**config.mk**
```make
export PLATFORM = sky130hd
export DESIGN_NAME = keypad_scanner
export DESIGN_NICKNAME = d
export VERILOG_FILES = /design/src/rtl/keypad_scanner.sv
export SDC_FILE = /design/constraint.sdc
export NUM_CORES = 1
export LEC_CHECK = 0
export ABC_CLOCK_PERIOD_IN_PS = 4900
export BUFFER_PORTS_ARGS = -buffer_cell sky130_fd_sc_hd__buf_2
export CORE_UTILIZATION = 58
export DETAILED_ROUTE_END_ITERATION = 10
export PLACE_DENSITY = 0.87
export SLEW_MARGIN = 20
export SYNTH_ARGS = -nofsm -noshare
export SYNTH_HDL_FRONTEND = slang
export SYNTH_SLANG_ARGS = --single-unit
```
**constraint.sdc**
```tcl
create_clock -name ph1 -period 4.9 [get_ports ph1]
set_input_delay 0.735 -clock ph1 [delete_from_list [all_inputs] [get_ports ph1]]
set_output_delay 0.735 -clock ph1 [all_outputs]
set_load 0.005 [all_outputs]
```
**src/rtl/keypad_scanner.sv**
```systemverilog
// 3x3 active-low keypad scanner: column scan, frame-based debounce and a
// one-shot write per clean press/release of a single key.
module keypad_scanner #(
  parameter int SCAN_CYCLES    = 16,
  parameter int DEBOUNCE_COUNT = 4
) (
  input  logic       ph1,
  input  logic       reset,
  input  logic [2:0] row,
  output logic [2:0] col,
  input  logic       gameIsDone,
  output logic       playerWrite,
  output logic [3:0] playerInput,
  output logic       keyHeld,
  output logic [1:0] o_dbg_state
);

  localparam int CW = $clog2(SCAN_CYCLES);
  localparam int SW = $clog2(DEBOUNCE_COUNT + 1);
  localparam logic [CW-1:0] SCAN_LAST  = CW'(SCAN_CYCLES - 1);
  localparam logic [SW-1:0] STABLE_MAX = SW'(DEBOUNCE_COUNT);
  localparam logic [3:0]    CODE_NONE  = 4'hE;
  localparam logic [3:0]    CODE_MULTI = 4'hF;

  typedef enum logic [1:0] {
    S_IDLE  = 2'd0,
    S_READY = 2'd1,
    S_HELD  = 2'd2
  } state_t;

  logic [2:0]    r_sync1, r_sync2;
  logic [CW-1:0] r_scan_cnt;
  logic [1:0]    r_col_idx;
  logic [8:0]    r_frame;
  logic          r_frame_done;
  logic [3:0]    r_prev_code;
  logic [SW-1:0] r_stable_cnt;
  state_t        r_state;
  logic          r_write;
  logic [3:0]    r_input;

  logic [3:0]    w_ones;
  logic [3:0]    w_code;
  logic [3:0]    w_single;
  logic [SW-1:0] w_cnt_next;
  logic          w_stable;
  state_t        w_state_next;
  logic          w_fire;

  // Scanner: rows are captured on the last cycle of each column window.
  always_ff @(posedge ph1 or negedge reset) begin
    if (!reset) begin
      r_sync1      <= 3'b111;
      r_sync2      <= 3'b111;
      r_scan_cnt   <= '0;
      r_col_idx    <= 2'd0;
      r_frame      <= '0;
      r_frame_done <= 1'b0;
    end else begin
      r_sync1      <= row;
      r_sync2      <= r_sync1;
      r_frame_done <= 1'b0;
      if (r_scan_cnt == SCAN_LAST) begin
        r_scan_cnt <= '0;
        case (r_col_idx)
          2'd0:    {r_frame[6], r_frame[3], r_frame[0]} <= ~r_sync2;
          2'd1:    {r_frame[7], r_frame[4], r_frame[1]} <= ~r_sync2;
          default: {r_frame[8], r_frame[5], r_frame[2]} <= ~r_sync2;
        endcase
        if (r_col_idx == 2'd2) begin
          r_col_idx    <= 2'd0;
          r_frame_done <= 1'b1;
        end else begin
          r_col_idx <= r_col_idx + 2'd1;
        end
      end else begin
        r_scan_cnt <= r_scan_cnt + CW'(1);
      end
    end
  end

  assign col = ~(3'b001 << r_col_idx);

  always_comb begin
    w_ones   = 4'd0;
    w_single = 4'd0;
    for (int i = 0; i < 9; i++) begin
      w_ones = w_ones + {3'b000, r_frame[i]};
      if (r_frame[i]) w_single = 4'(i);
    end
    if (w_ones == 4'd0)      w_code = CODE_NONE;
    else if (w_ones == 4'd1) w_code = w_single;
    else                     w_code = CODE_MULTI;
  end

  // Run length of identical frame codes, saturating so it never wraps.
  always_comb begin
    w_cnt_next = SW'(1);
    if (w_code == r_prev_code) begin
      if (r_stable_cnt == STABLE_MAX) w_cnt_next = r_stable_cnt;
      else                            w_cnt_next = r_stable_cnt + SW'(1);
    end
    w_stable = (w_cnt_next == STABLE_MAX);
  end

  always_comb begin
    w_state_next = r_state;
    w_fire       = 1'b0;
    if (r_frame_done && w_stable) begin
      case (r_state)
        S_IDLE:  if (w_code == CODE_NONE) w_state_next = S_READY;
        S_READY: if (w_code != CODE_NONE) begin
                   w_state_next = S_HELD;
                   w_fire       = (w_code != CODE_MULTI) && !gameIsDone;
                 end
        S_HELD:  if (w_code == CODE_NONE) w_state_next = S_READY;
        default: w_state_next = S_IDLE;
      endcase
    end
  end

  always_ff @(posedge ph1 or negedge reset) begin
    if (!reset) begin
      r_prev_code  <= CODE_NONE;
      r_stable_cnt <= '0;
      r_state      <= S_IDLE;
      r_write      <= 1'b0;
      r_input      <= 4'd0;
    end else begin
      if (r_frame_done) begin
        r_prev_code  <= w_code;
        r_stable_cnt <= w_cnt_next;
      end
      r_state <= w_state_next;
      r_write <= w_fire;
      if (w_fire) r_input <= w_code;
    end
  end

  assign playerWrite = r_write;
  assign playerInput = r_input;
  assign keyHeld     = (r_state == S_HELD);
  assign o_dbg_state = r_state;

endmodule

```
==> results.ini <==
[run_status]
outcome = completed

[floorplan]
io_pins = 17
row_count = 20
core_sq_um = 3100
die-area_sq_um = 3560
die_w_um = 59.7
start_util_pct = 62.2
die_h_um = 59.7

[cts]
clkTransAtPathRegs_ps = 110
cts_buffers = 5
tritoncts = done
clock_sinks = 36
htree_levels = 2
cts_root_buffer = clkbuf_4
clkLatencyLatePin_ps = 350
postCtsSetupRepairBufs = 0
clock_path_buffers = 2

[pwr]
swShare_pct = 31.9
comb_power_share_pct = 27.2
power.switching_mw = 0.235
p_leak_nw = 1.00
ir_drop_uv = 227
power_density_nw_per_um2 = 343
power.clock.fraction_pct = 27.7
finalPower_mw = 0.738
power.share.sequential_pct = 45.1
intPower_mw = 0.502

[routing]
wl_um = 3560
top_layer = met4
initialDrtViolationCount = 52
post-route-drc-count = 0
num_vias = 1329
ant_nets = 0
route.met2.wl_um = 1720
post_drt_wl_per_cell_um = 14.9
dr.pass1.iters = 4
met1Wirelength_um = 1650
post_drt_via_cell_ratio = 5.56
met3_length_um = 123

[logic_synthesis]
synth_top_area_share_pct = 35.0
synth_compound_area_share_pct = 16.3
synth_adder_area_share_pct = 8.43
ys_seq_elements = 36
synthArstFlopShare_pct = 100
syn_area_sq_um = 1930
synth_xor_area_share_pct = 0.908
yosys.cell_count.top_type = dfrtp_1
netlist-cell-type-count = 51
yosys-top-cells-count = dfrtp_1, nor2_1, inv_1, a21oi_1, nand2_1
synthTopCellsByArea = dfrtp_1, dfstp_2, fa_1
synth_area_per_cell_sq_um = 11.2
synth_cells = 172
synth_top_family_by_area = simple AND/OR/NAND/NOR gates
synth-seq-area-share_pct = 47.3
synth_mux_area_share_pct = 4.80
yosysWarnings = 0
synth_flop_cell = dfrtp_1
synth_nets = 188
synth_simple_gate_area_share_pct = 19.2
synth_edf_count = 0
yosys.area.top_type = dfrtp_1

[timing]
clock.fmax_ghz = 0.213
rsz0062_at_grt = no
clock_skew_ps = 6.26
finalSetupViolCount = 0
fin_setup_tns_ps = 0
setup_slack_ps = 195
worst_pin_slew_ps = 763
drv_slew = 0
finalCritPeriodShare_pct = 96.0
final.min_clock_period_ps = 4710
slew_headroom_pct = 49.1
finalHoldViolations = 0

[place]
port_buffers = 16
place_ws_ps = 179
placed_cells = 231
gp_congestion = 0.893
dp_hpwl_um = 2730

[worst_setup_path]
slowest_delay_ps = 490
cp-end-kind = flop
cp_cell_sequence = fa_1, inv_1, fa_1, fa_1, inv_1, fa_1, inv_1, fa_1, and4bb_1, a2bb2oi_2, o31a_4, o221ai_4, nor3_4, mux2_4
worstPathArrival_ps = 4940
cp.required_ps = 5140
slowest_stage = fa_1
r2r_cells = 14
criticalPathCategory = reg2reg
crit_fanout = 7
start_kind = flop
cp_common_cell = fa_1

[final_layout]
syn_to_final_growth_pct = 11.3
fin_util_pct = 69.2
num-fill-cells = 234
final_cells = 239
diodes = 0
nets = 210
drive_gt1_share_pct = 26.7
multi_input_area_sq_um = 965
seqCellArea_sq_um = 912

[hold_path]
hp-class = reg2reg
hold_depth = 0

[grt]
antenna_found_initial = 0
grt_max_degree = 37
globalRouteOverflowTotal = 0
grt_pass1_wl_um = 5980
track_usage_pct = 23.6
grt_pass1_vias = 1337

[flow_run]
cap_violations = 0

[cell families after synthesis]
group           after synthesis
simple gates                 62
compound gates               39
xor+xnor                      2
flops                        36
buf+inv                      16
mux                           7
fa+ha+maj                    10
[per-layer routing]
metal	vias up	GRT usage (%)
li1	654	-
met1	639	30.0
met2	27	37.5
met3	9	6.49
met4	0	11.0
met5	-	0
[metrics by stage]
| step | hold slack [ps] | area (sq um) |
|---|---|---|
| floorplan | 345 | 1930 |
| global placement | 347 | 2060 |
| global route | 372 | 2150 |
| finish | 364 | 2150 |
| detailed placement | 349 | 2060 |
| CTS | 366 | 2140 |
[sequential cells by signal, indices dropped and copies added (netlist names), 2 cells and up]
register and count:
r_prev_code 4, r_sync2 3, r_stable_cnt 3, playerInput 4, r_sync1 3, r_col_idx 2
o_dbg_state 2, r_scan_cnt 4, r_frame 9
[final cells by class]
cell class                 instances  area share, %
inverter                          15           2.62
timing repair buffer              16           3.73
sequential                        36           42.5
tap                               44           2.56
multi-input combinational        120           44.9
clock inverter                     3           1.98
clock buffer                       5           1.75
[final timing paths]
check	start	end	slack, ps
worst max register to register	r_frame[3]	playerInput[0]	190
worst min register to register	r_sync1[0]	r_sync2[0]	360
worst max-delay path	r_frame[3]	playerInput[0]	190
min in group asynchronous	reset	playerWrite	450
worst min-delay path	r_sync1[0]	r_sync2[0]	360
max in group asynchronous	reset	r_stable_cnt[2]	3970
[power by group through the flow]
stage / Sequential, mW / Clock [mW] / Combinational [mW]
6_report: 0.333 / 0.205 / 0.200
5_1_grt: 0.336 / 0.223 / 0.220
4_1_cts: 0.333 / 0.213 / 0.197
3_5_place_dp: 0.338 / 0 / 0.197
3_3_place_gp: 0.336 / 0 / 0.184
2_1_floorplan: 0.334 / 0 / 0.157
[cells in the final DEF, fill, tap and decap left out, types with 2 or more instances in the layout]
cell / Yosys / layout
inv_1: 15 / 15
a21oi_1: 12 / 12
nand2_1: 10 / 10
nor3_1: 3 / 3
mux2_4: 4 / 4
o31ai_1: 3 / 3
dfrtp_1: 27 / 27
a31oi_1: 2 / 2
a21o_1: 2 / 2
o21a_1: 2 / 2
nor2_1: 19 / 19
and4b_1: 2 / 2
o21ai_0: 7 / 7
a21oi_4: 1 / 2
nand3_1: 3 / 3
clkbuf_4: 0 / 5
nor3b_1: 2 / 2
fa_1: 5 / 5
dfstp_2: 9 / 9
nand2b_1: 3 / 3
buf_2: 0 / 16
ha_1: 5 / 5
or2_2: 2 / 2
nor2b_1: 5 / 5
[worst max-delay path, delay by kind of cell (launching register included)]
| kind | cells | cell delay [ps] |
|---|---|---|
| fa+ha+maj | 5 | 2290 |
| compound gates | 3 | 720 |
| simple gates | 2 | 590 |
| flops | 1 | 450 |
| mux | 1 | 330 |
| buf+inv | 3 | 190 |
[timing repair]
action                                  CTS  global route
hold buffers                              0             0
resized for setup                         0             1
hold endpoints to repair                  0             0
endpoints found under the setup margin    0             5
Power figures use the tool's default switching activity.
